### src/rtl/uart_axi_ctrl.sv
// AXI4-lite master for a UART-lite slave: polls STAT and moves bytes between
// one-entry tx/rx holding registers and the UART FIFOs, one transaction at a time.
module uart_axi_ctrl #(
  parameter int unsigned RESET_FIFOS = 1
) (
  input  logic        clk,
  input  logic        rstn,
  output logic [3:0]  axi_araddr,
  output logic        axi_arvalid,
  input  logic        axi_arready,
  input  logic [31:0] axi_rdata,
  input  logic [1:0]  axi_rresp,
  input  logic        axi_rvalid,
  output logic        axi_rready,
  output logic [3:0]  axi_awaddr,
  output logic        axi_awvalid,
  input  logic        axi_awready,
  output logic [31:0] axi_wdata,
  output logic [3:0]  axi_wstrb,
  output logic        axi_wvalid,
  input  logic        axi_wready,
  input  logic [1:0]  axi_bresp,
  input  logic        axi_bvalid,
  output logic        axi_bready,
  input  logic [7:0]  tx_data,
  input  logic        tx_valid,
  output logic        tx_ready,
  output logic [7:0]  rx_data,
  output logic        rx_valid,
  input  logic        rx_ready,
  output logic        err
);
  localparam int unsigned AW = 4;
  localparam int unsigned DW = 32;
  localparam int unsigned BW = 8;
  localparam logic [AW-1:0] ADDR_RX   = AW'(4'h0);
  localparam logic [AW-1:0] ADDR_TX   = AW'(4'h4);
  localparam logic [AW-1:0] ADDR_STAT = AW'(4'h8);
  localparam logic [AW-1:0] ADDR_CTRL = AW'(4'hC);

  typedef enum logic [1:0] {ST_INIT, ST_POLL, ST_RX_RD, ST_TX_WR} state_e;
  typedef enum logic [1:0] {PH_START, PH_REQ, PH_RESP} phase_e;

  state_e          state_q, state_d;
  phase_e          phase_q, phase_d;
  logic [AW-1:0]   araddr_q, araddr_d, awaddr_q, awaddr_d;
  logic            arvalid_q, arvalid_d, rready_q, rready_d;
  logic            awvalid_q, awvalid_d, wvalid_q, wvalid_d, bready_q, bready_d;
  logic [DW-1:0]   wdata_q, wdata_d;
  logic            tx_full_q, tx_full_d, rx_full_q, rx_full_d;
  logic [BW-1:0]   tx_byte_q, tx_byte_d, rx_byte_q, rx_byte_d;
  logic            last_tx_q, last_tx_d;
  logic            err_q, err_d;
  logic            is_wr, rx_cand, tx_cand, aw_left, w_left;
  logic            unused_rdata;

  assign unused_rdata = ^axi_rdata[DW-1:BW];

  // Next-state, AXI channel sequencing and holding-register updates
  always_comb begin
    state_d   = state_q;
    phase_d   = phase_q;
    araddr_d  = araddr_q;
    awaddr_d  = awaddr_q;
    arvalid_d = arvalid_q;
    rready_d  = rready_q;
    awvalid_d = awvalid_q;
    wvalid_d  = wvalid_q;
    bready_d  = bready_q;
    wdata_d   = wdata_q;
    tx_full_d = tx_full_q;
    tx_byte_d = tx_byte_q;
    rx_full_d = rx_full_q;
    rx_byte_d = rx_byte_q;
    last_tx_d = last_tx_q;
    err_d     = err_q;
    is_wr     = (state_q == ST_INIT) || (state_q == ST_TX_WR);
    rx_cand   = axi_rdata[0] && !rx_full_q;
    tx_cand   = !axi_rdata[3] && tx_full_q;
    aw_left   = awvalid_q && !axi_awready;
    w_left    = wvalid_q && !axi_wready;

    if (tx_valid && !tx_full_q) begin
      tx_full_d = 1'b1;
      tx_byte_d = tx_data;
    end
    if (rx_full_q && rx_ready) rx_full_d = 1'b0;

    case (phase_q)
      PH_START: begin
        phase_d = PH_REQ;
        if (is_wr) begin
          awvalid_d = 1'b1;
          wvalid_d  = 1'b1;
          awaddr_d  = (state_q == ST_INIT) ? ADDR_CTRL : ADDR_TX;
          wdata_d   = (state_q == ST_INIT) ? DW'(32'h3) : {24'h0, tx_byte_q};
        end else begin
          arvalid_d = 1'b1;
          araddr_d  = (state_q == ST_POLL) ? ADDR_STAT : ADDR_RX;
        end
      end
      PH_REQ: begin
        if (is_wr) begin
          awvalid_d = aw_left;
          wvalid_d  = w_left;
          if (!aw_left && !w_left) begin
            bready_d = 1'b1;
            phase_d  = PH_RESP;
          end
        end else if (axi_arready) begin
          arvalid_d = 1'b0;
          rready_d  = 1'b1;
          phase_d   = PH_RESP;
        end
      end
      PH_RESP: begin
        if (is_wr && axi_bvalid) begin
          bready_d = 1'b0;
          phase_d  = PH_START;
          state_d  = ST_POLL;
          if (axi_bresp != 2'b00) err_d = 1'b1;
          if (state_q == ST_TX_WR) tx_full_d = 1'b0;
        end else if (!is_wr && axi_rvalid) begin
          rready_d = 1'b0;
          phase_d  = PH_START;
          if (axi_rresp != 2'b00) err_d = 1'b1;
          if (state_q == ST_RX_RD) begin
            rx_full_d = 1'b1;
            rx_byte_d = axi_rdata[BW-1:0];
            state_d   = ST_POLL;
          end else if (rx_cand && (!tx_cand || last_tx_q)) begin
            state_d   = ST_RX_RD;
            last_tx_d = 1'b0;
          end else if (tx_cand) begin
            state_d   = ST_TX_WR;
            last_tx_d = 1'b1;
          end else begin
            state_d   = ST_POLL;
          end
        end
      end
      default: phase_d = PH_START;
    endcase
  end

  always_ff @(posedge clk or negedge rstn) begin
    if (!rstn) begin
      if (RESET_FIFOS != 0) state_q <= ST_INIT;
      else                  state_q <= ST_POLL;
      phase_q   <= PH_START;
      araddr_q  <= '0;
      awaddr_q  <= '0;
      arvalid_q <= 1'b0;
      rready_q  <= 1'b0;
      awvalid_q <= 1'b0;
      wvalid_q  <= 1'b0;
      bready_q  <= 1'b0;
      wdata_q   <= '0;
      tx_full_q <= 1'b0;
      tx_byte_q <= '0;
      rx_full_q <= 1'b0;
      rx_byte_q <= '0;
      last_tx_q <= 1'b1;
      err_q     <= 1'b0;
    end else begin
      state_q   <= state_d;
      phase_q   <= phase_d;
      araddr_q  <= araddr_d;
      awaddr_q  <= awaddr_d;
      arvalid_q <= arvalid_d;
      rready_q  <= rready_d;
      awvalid_q <= awvalid_d;
      wvalid_q  <= wvalid_d;
      bready_q  <= bready_d;
      wdata_q   <= wdata_d;
      tx_full_q <= tx_full_d;
      tx_byte_q <= tx_byte_d;
      rx_full_q <= rx_full_d;
      rx_byte_q <= rx_byte_d;
      last_tx_q <= last_tx_d;
      err_q     <= err_d;
    end
  end

  assign axi_araddr  = araddr_q;
  assign axi_arvalid = arvalid_q;
  assign axi_rready  = rready_q;
  assign axi_awaddr  = awaddr_q;
  assign axi_awvalid = awvalid_q;
  assign axi_wvalid  = wvalid_q;
  assign axi_wdata   = wdata_q;
  assign axi_wstrb   = 4'hF;
  assign axi_bready  = bready_q;
  assign tx_ready    = !tx_full_q;
  assign rx_valid    = rx_full_q;
  assign rx_data     = rx_byte_q;
  assign err         = err_q;

endmodule

### config.mk
export PLATFORM = sky130hd
export DESIGN_NAME = uart_axi_ctrl
export DESIGN_NICKNAME = d
export VERILOG_FILES = /design/src/rtl/uart_axi_ctrl.sv
export SDC_FILE = /design/constraint.sdc
export NUM_CORES = 1
export LEC_CHECK = 0
export CAP_MARGIN = 15
export CELL_PAD_IN_SITES_DETAIL_PLACEMENT = 1
export CELL_PAD_IN_SITES_GLOBAL_PLACEMENT = 2
export CORE_MARGIN = 5
export CORE_UTILIZATION = 22
export DETAILED_ROUTE_END_ITERATION = 8
export PLACE_DENSITY_LB_ADDON = 0.1
export SYNTH_ARGS = -nofsm -noshare
export SYNTH_HDL_FRONTEND = slang
export SYNTH_SLANG_ARGS = --single-unit
### constraint.sdc
create_clock -name clk -period 2.6 [get_ports clk]
set_clock_uncertainty 0.2 [all_clocks]
set_input_delay 0.52 -clock clk [delete_from_list [all_inputs] [get_ports clk]]
set_output_delay 0.52 -clock clk [all_outputs]
set_load 0.03 [all_outputs]
After elaboration in Yosys (flattened, before gate mapping):

Cells that the tools add are included.

* equality and inequality tests: 18
* mux-type cells: 47
* bitwise gates (word level): 3
* reductions and logical operators: 41

Operators with widths (count)
* $mux 1: 28
* $mux 2: 10
* $ne 2x2->1 const B: 9
* $reduce_and 4->1: 4
* $reduce_bool 2->1: 7
* $logic_and 1x1->1: 10
* $pmux 1 s2: 5
* $reduce_and 5->1: 2
* $logic_not 1->1: 9
* $ne 3x3->1 const B: 3
* $mux 4: 2
* $mux 8: 1
* $eq 2x2->1 const B: 3
* $pmux 2 s3: 1
* $reduce_and 2->1: 3
* $reduce_and 3->1: 2
* $eq 2x1->1 const B: 2
* $logic_not 2->1: 2
* $not 1->1: 3
* $logic_or 1x1->1: 2
* $ne 2x1->1 const B: 1

* flip-flop bits (word level): 69
* input bits: 53
* output and inout port bits: 60
* logic and storage cells: 125

Longest topological paths before layout:

Gate-level depths: netlist (run 1).

* depth after elaboration: 9
* depth in mapped cells: 7
* depth with buffers taken out: 5

Worst setup path after synthesis (run 1):

OpenSTA, ideal clock, no wires.

* kind: flip-flop to flip-flop
* start point: register state_q[0]
* end point: register state_q[0]
* setup time: 0.126 ns
* arrival: 1.536 ns
* data required time: 2.274 ns
* slack: 0.738 ns
* cell stages (with the launch flop): 7
* path buffers: 1
* clock period less this slack: 1.862 ns
* path through: dfrtp_1 -> inv_1 -> ha_1 -> buf_6 -> nand4b_4 -> or2_4 -> o32a_1

* longest elaborated chain between the ends: 6
* elaborated cells between the ends (all ways): 12
* those cells by class: 2 x eq/ne; 3 x mux; 7 x reduce/logical

Ends and longest elaborated chain
* from (decl): RTL line 44 `state_e state_q, state_d;`
* from (signal assigned): RTL line 166 `state_q <= state_d;`
* $eq 2x2->1 or $logic_not 2->1 (tied branches): RTL line 77 `is_wr = (state_q == ST_INIT) || (state_q == ST_TX_WR);`
* $logic_or 1x1->1: RTL line 77
* $logic_not 1->1: RTL line 123 `end else if (!is_wr && axi_rvalid) begin`
* $logic_and 1x1->1: RTL line 123
* $reduce_bool 2->1 (no line)
* $reduce_and 2->1 (no line)

Parallel ways exist; a longest one is shown, timed or not. The select of a mux whose other input is x is not followed.
A chain may end at the register's enable or synchronous reset.

Final worst setup path (run 1):

* start point: register tx_full_q
* end point: output tx_ready

* longest elaborated chain between the ends: 1

Ends and longest elaborated chain
* from (decl): RTL line 50 `logic tx_full_q, tx_full_d, rx_full_q, rx_full_d;`
* from (signal assigned): RTL line 176 `tx_full_q <= tx_full_d;`
* $logic_not 1->1: RTL line 194 `assign tx_ready = !tx_full_q;`
* to (decl): RTL line 27 `output logic tx_ready,`

No other way between the ends.

==> results of run 1 <==
-- cell type report --
class / count / area (µm²)
timing repair buffer: 60 / 583
inverter: 4 / 15.0
multi-input combinational: 129 / 821
sequential: 40 / 1000
clock buffer: 5 / 68.8
tap: 111 / 139
fill: 1039 / 6350
clock inverter: 3 / 90.1
-- sequential cells by signal, summed over array words and instances (netlist names) --
signal and flops:
axi_wdata 8, rx_data 8, tx_byte_q 8, axi_awaddr 2, phase_q 2, state_q 2, axi_araddr 1, axi_arvalid 1
axi_awvalid 1, axi_bready 1, axi_rready 1, axi_wvalid 1, err 1, last_tx_q 1, rx_valid 1, tx_full_q 1
-- report_power, final --
part	switching, W	internal (W)	leakage (nW)
registers	0.000155	0.000884	0.482
logic	0.000832	0.000640	0.698
clock network	0.000229	0.000480	0.0784
total	0.00122	0.00200	1.26
-- cells by family after synthesis --
group	Yosys count	synth area share, %
AO/OA/AOI/OAI	19	6.77
flip-flops	40	49.8
buffers and inverters	43	15.2
adder cells (fa/ha/maj)	4	2.49
AND/OR/NAND/NOR	55	15.4
multiplexers	18	10.0
other	2	0.373
-- placed cells by master (no fill, tap or decap), drive strengths merged, types with 3 or more instances in the layout --
| cell | n |
|---|---|
| nor2b | 6 |
| bufinv | 3 |
| mux2 | 17 |
| clkbuf | 5 |
| buf | 6 |
| conb | 33 |
| o21ai | 4 |
| dfrtp | 39 |
| nor2 | 5 |
| inv | 4 |
| nand3b | 6 |
| nand2 | 25 |
| clkdlybuf4s50 | 54 |
| ha | 4 |
| o31ai | 3 |
| nand2b | 3 |
-- through the flow --
step | utilization [%] | hold WS, ns | cell area, µm² | instances
6_report | 30.0 | 0.0885 | 2720 | 352
5_1_grt | 30.0 | 0.148 | 2720 | 352
4_1_cts | 30.0 | 0.121 | 2720 | 352
3_5_place_dp | 28.2 | 0.260 | 2560 | 344
3_3_place_gp | 28.2 | 0.249 | 2560 | 344
2_1_floorplan | - | 0.0244 | 2130 | 212
-- per-layer routing --
metal / up-vias / track usage [%]
li1: 656 / -
met1: 676 / 10.9
met2: 48 / 14.4
met3: 7 / 2.33
met4: 0 / 3.89
met5: - / 0
-- critical path: stages, from the launching register on --
cell             delay (ns)
dfrtp_1                0.42
inv_1                  0.07
clkdlybuf4s50_1        0.67
-- path summary, 6_finish.rpt --
kind | from | to | slack [ns] | depth (start not counted)
worst max register to register | state_q[0] | axi_wdata[1] | 0.51 | 6
worst max-delay path | tx_full_q | tx_ready | 0.42 | 2
worst min-delay path | rstn | axi_wdata[7] | 0.09 | 2
min in group clk | axi_wdata[7] | axi_wdata[7] | 0.27 | 2
worst min register to register | axi_wdata[7] | axi_wdata[7] | 0.27 | 2
max in group asynchronous | rstn | last_tx_q | 1.73 | 2
==> run_results.csv, run 1 <==
group,metric,value,unit
outcome,outcome,"finished clean",
synthesis,synth-seq-cells,40,
grt,grt_start_max_net_pins,41,
cts,cts_tree,"built",
floorplanning,fp.dieH,106,µm
cts,root_buffer,"clkbuf_8",
routing,wl_met1,2080,µm
routing,wl_met3,281,µm
sta,period_minus_slack,2.18,ns
grt,grt-ovfl-total,0,
cts,clock-sinks,40,
sta,setup_viol,0,
routing,vias,1387,
synthesis,postSynthAreaPerCell,11.1,µm²
synthesis,synth_top_area_share,48.5,%
synthesis,syn_area,2010,µm²
synthesis,synth_edf_count,0,
run,cap_violations,0,
routing,routed_wirelength,4780,µm
setup_path,crit_required,1.88,ns
routing,drt-initial-drc-count,27,
place,hpwl,3490,µm
sta,setup-tns-final,0,ns
routing,antenna_left,0,
synthesis,synth_top_area_cell,"dfrtp_1",
sta,max_clock_freq,0.459,GHz
floorplanning,die_area,11200,µm²
routing,wl_per_cell,13.6,µm
place,place_ws,0.383,ns
setup_path,critPathArrivalTime,1.46,ns
cts,postCtsSetupRepairBufs,0,
grt,antenna_found_initial,0,
cells_and_area,diodes,0,
setup_path,worstSetupPathType,"reg -> out",
sta,post-route-period-util,83.8,%
routing,viasPerCell,3.94,
cts,cts_max_path_buffers,2,
pwr,p_total,0.00322,W
synthesis,yosysSeqAreaShare,49.8,%
hold_path,hold_class,"in -> async",
sta,setup_slack,0.420,ns
cells_and_area,area_growth,35.1,%
cts,ctsResizeCount,0,
sta,drv_slew,0,
grt,first_global_vias,1454,
synthesis,synth_cell_types,37,
synthesis,synth_ff_type,"dfrtp_1",
floorplanning,fp-row-count,35,
cts,clkLatencyLatePin,0.29,ns
pwr,power_density,1180,nW/µm²
cts,htree_levels,2,
sta,finalHoldViolCount,0,
grt,grt_pass1_wl,7680,µm
cts,cts_buffers,5,
floorplanning,ios,113,
synthesis,syn_inst,181,
place,gp_congestion,0.669,
pwr,leakagePower,1.26,nW
cts,cts_hold_buffers,0,
floorplanning,coreArea,9060,µm²
setup_path,cp-end-kind,"primary output",
cts,clk_pin_slew,0.08,ns
sta,maxSlewHeadroom,63.6,%
floorplanning,die_x,106,µm
routing,drc,0,
place,portBuffers,55,
cells_and_area,nets,297,
pwr,peakVddDrop,0.000300,V
synthesis,postSynth.asyncResetShare,100,%
cells_and_area,drive_above_1_share,15.8,%
setup_path,crit_path_start_kind,"flop",
synthesis,ys_top_cells_by_area,"dfrtp_1, buf_4, mux2_2",
synthesis,yosysWarnings,0,
routing,top_layer_used,"met4",
routing,route.met2.wl,2330,µm
sta,rsz0062_at_grt,"false",
grt,grt_usage,8.81,%
setup_path,cp_max_fo,4,
synthesis,ys_top_cells_by_count,"dfrtp_1, buf_4, nand2_1",
sta,tightest_slew,0.546,ns
routing,firstDrtPassIters,3,
synthesis,synth_most_common_cell,"dfrtp_1",
floorplanning,initial_core_util,22.2,%
(Power assumes the default switching activity.)
==> inputs of run 2 (changes only) <==
--- a/config.mk
+++ b/config.mk
@@ -9,7 +9,7 @@
 export CELL_PAD_IN_SITES_DETAIL_PLACEMENT = 1
 export CELL_PAD_IN_SITES_GLOBAL_PLACEMENT = 2
 export CORE_MARGIN = 5
-export CORE_UTILIZATION = 22
+export CORE_UTILIZATION = 20
 export DETAILED_ROUTE_END_ITERATION = 8
 export PLACE_DENSITY_LB_ADDON = 0.1
 export SYNTH_ARGS = -nofsm -noshare
==> constraint.sdc (replaced) <==
create_clock -name clk -period 1.8 [get_ports clk]
set_clock_uncertainty 0.2 [all_clocks]
set_input_delay 0.36 -clock clk [delete_from_list [all_inputs] [get_ports clk]]
set_output_delay 0.36 -clock clk [all_outputs]
set_load 0.03 [all_outputs]
==> run 2 against run 1 <==
Against the previous run: via count grew 3.0%; hold slack gained 0.18 ns; wire length grew 7.9%; cell area grew 5.1%; non-clock buffer count grew 16; first-iteration DRC count grew 3.7%; utilization shrank 0.77 points; register-to-register slack lost 0.49 ns; total power grew 40%; global-route usage grew 0.15 points; clock power shrank 13%.
==> run_results.csv, run 2 (synthesized netlist as in run 1, its figures left out) <==
group,metric,value,unit
floorplanning,initial_core_util,20.6,%
sta,rsz0062_at_grt,"true",
pwr,seq_power_share,33.0,%
setup_path,crit_required,1.79,ns
grt,busiest_layer,"met2",
cells_and_area,nFillCells,1136,
sta,setup_slack,0.0231,ns
hold_path,hold_path_startpoint,"axi_wdata[5]",
pwr,leakagePower,1.36,nW
cells_and_area,mostFrequentLayoutCells,"dfrtp_1, conb_1, clkdlybuf4s50_1, dlygate4sd2_1, nand2_1",
pwr,p_sw_share,42.0,%
pwr,power_density,1580,nW/µm²
grt,first_global_vias,1551,
sta,post-route-period-util,98.7,%
routing,drt-initial-drc-count,28,
cts,clock-sinks,40,
place,portBuffers,55,
cells_and_area,nets,313,
setup_path,cp-end-kind,"flop",
hold_path,min_path_cells,2,
routing,vias,1428,
setup_path,crit_path_cell_trace,"inv_2, ha_4, and2b_2, or3_1, a31o_2",
sta,period_minus_slack,1.78,ns
routing,wl_per_cell,13.2,µm
cts,cts_buffers,5,
setup_path,startpoint,"state_q[0]",
pwr,p_switching,0.00189,W
floorplanning,ios,113,
setup_path,critPathTopFamily,"simple AND/OR/NAND/NOR gates",
routing,drc,0,
cells_and_area,layout_commonest_cell,"dfrtp_1",
cells_and_area,area_growth,41.9,%
place,place_area,2720,µm²
cells_and_area,drive_above_1_share,24.5,%
routing,antenna_left,0,
run,cap_violations,0,
setup_path,cp_max_fo,5,
grt,grt_usage,8.96,%
place,hpwl,3860,µm
cts,root_buffer,"clkbuf_8",
sta,drv_slew,0,
outcome,outcome,"finished clean",
cells_and_area,final_cell_area,2860,µm²
grt,grt-ovfl-total,0,
setup_path,crit_slowest_cell,"dfrtp_1",
grt,use_met2,14.2,%
sta,max_clock_freq,0.563,GHz
floorplanning,die_x,110,µm
pwr,clkPwrFrac,13.7,%
cts,clkLatencyLatePin,0.29,ns
cells_and_area,diodes,0,
floorplanning,fp.dieH,110,µm
setup_path,ff2ff_path_depth,5,
setup_path,critPathArrivalTime,1.77,ns
cts,htree_levels,2,
grt,gr-usage-met3,2.50,%
setup_path,worstSetupPathType,"reg -> reg",
routing,viasPerCell,3.66,
sta,hold_slack,0.265,ns
setup_path,crit_path_start_kind,"flop",
cts,cts_tree,"built",
pwr,intPower,0.00261,W
place,gp_congestion,0.662,
grt,grt_pass1_wl,8220,µm
pwr,peakVddDrop,0.000392,V
cts,cts_max_path_buffers,2,
pwr,p_comb_share,53.3,%
routing,firstDrtPassIters,4,
floorplanning,fp-row-count,36,
routing,routed_wirelength,5160,µm
sta,finalHoldViolCount,0,
setup_path,crit_buf_inv,1,
cells_and_area,fin_cells,390,
setup_path,slowest_delay,0.37,ns
floorplanning,coreArea,9770,µm²
place,place_ws,-0.180,ns
floorplanning,die_area,12200,µm²
grt,grt_start_max_net_pins,27,
grt,grt_util_met1,11.5,%
cts,clk_pin_slew,0.09,ns
hold_path,hold_class,"reg -> reg",
setup_path,reg2reg_from,"state_q[0]",
setup_path,crit_cells,5,
sta,setup_viol,0,
place,place_inst,379,
grt,antenna_found_initial,0,
run 2: worst reg2reg max path: cells and delay by family, from the launching register on:
family,cells,cell delay [ns]
fa+ha+maj,1,0.29
buf+inv,1,0.06
compound gates,1,0.20
simple gates,2,0.55
flops,1,0.37
run 2: routing by layer:
layer | share of wire, % | vias up
met2 | 48 | 53
met4 | 1.8 | 0
li1 | - | 692
met5 | 0 | -
met3 | 6.8 | 6
met1 | 43 | 677
run 2: final timing paths:
kind / endpoint / slack, ns
setup / recovery: err / 0.02
hold / removal: axi_wdata[5] / 0.27
setup reg to reg: err / 0.02
hold reg to reg: axi_wdata[5] / 0.27
max in group asynchronous: rx_data[7] / 0.59
min in group asynchronous: axi_wvalid / 0.34
run 2: area by class of cell:
type	instances	area (µm²)	area share (%)
Multi-Input combinational cell	129	878	30.7
Timing Repair Buffer	76	707	24.7
Clock buffer	5	68.8	2.41
Tap cell	133	166	5.83
Sequential cell	40	1000	35.1
Clock inverter	3	18.8	0.657
Inverter	4	15.0	0.526
run 2: through the flow:
| step | total power (W) | TNS (ns) | util (%) |
|---|---|---|---|
| 2_1_floorplan | 0.00300 | 0 | - |
| 3_3_place_gp | 0.00392 | -1.41 | 27.8 |
| 3_5_place_dp | 0.00394 | -1.35 | 27.8 |
| 4_1_cts | 0.00453 | 0 | 28.8 |
| 5_1_grt | 0.00488 | -0.106 | 29.2 |
| 6_report | 0.00450 | 0 | 29.2 |
run 2: power by group through the flow:
stage / clock network [W] / logic [W] / registers, W
4_1_cts: 0.000669 / 0.00236 / 0.00149
3_5_place_dp: 0 / 0.00242 / 0.00152
6_report: 0.000617 / 0.00240 / 0.00149
2_1_floorplan: 0 / 0.00108 / 0.00192
5_1_grt: 0.000711 / 0.00262 / 0.00155
3_3_place_gp: 0 / 0.00241 / 0.00151
run 2: timing repair:
action / CTS / global route
endpoints found under the hold margin: 13 / 0
setup endpoints to repair: 28 / 23
gates cloned: 0 / 0
hold buffers: 1 / 0
resized for setup: 29 / 10
buffers inserted: 4 / 0
pin swaps: 2 / 0
==> inputs of run 3 (changes only) <==
--- a/config.mk
+++ b/config.mk
@@ -10,6 +10,7 @@
 export CELL_PAD_IN_SITES_GLOBAL_PLACEMENT = 2
 export CORE_MARGIN = 5
 export CORE_UTILIZATION = 20
+export CTS_BUF_LIST = sky130_fd_sc_hd__clkbuf_8
 export DETAILED_ROUTE_END_ITERATION = 8
 export PLACE_DENSITY_LB_ADDON = 0.1
 export SYNTH_ARGS = -nofsm -noshare
==> results of run 3 <==
No change in the layout: final DEF, timing and power equal those of run 2.
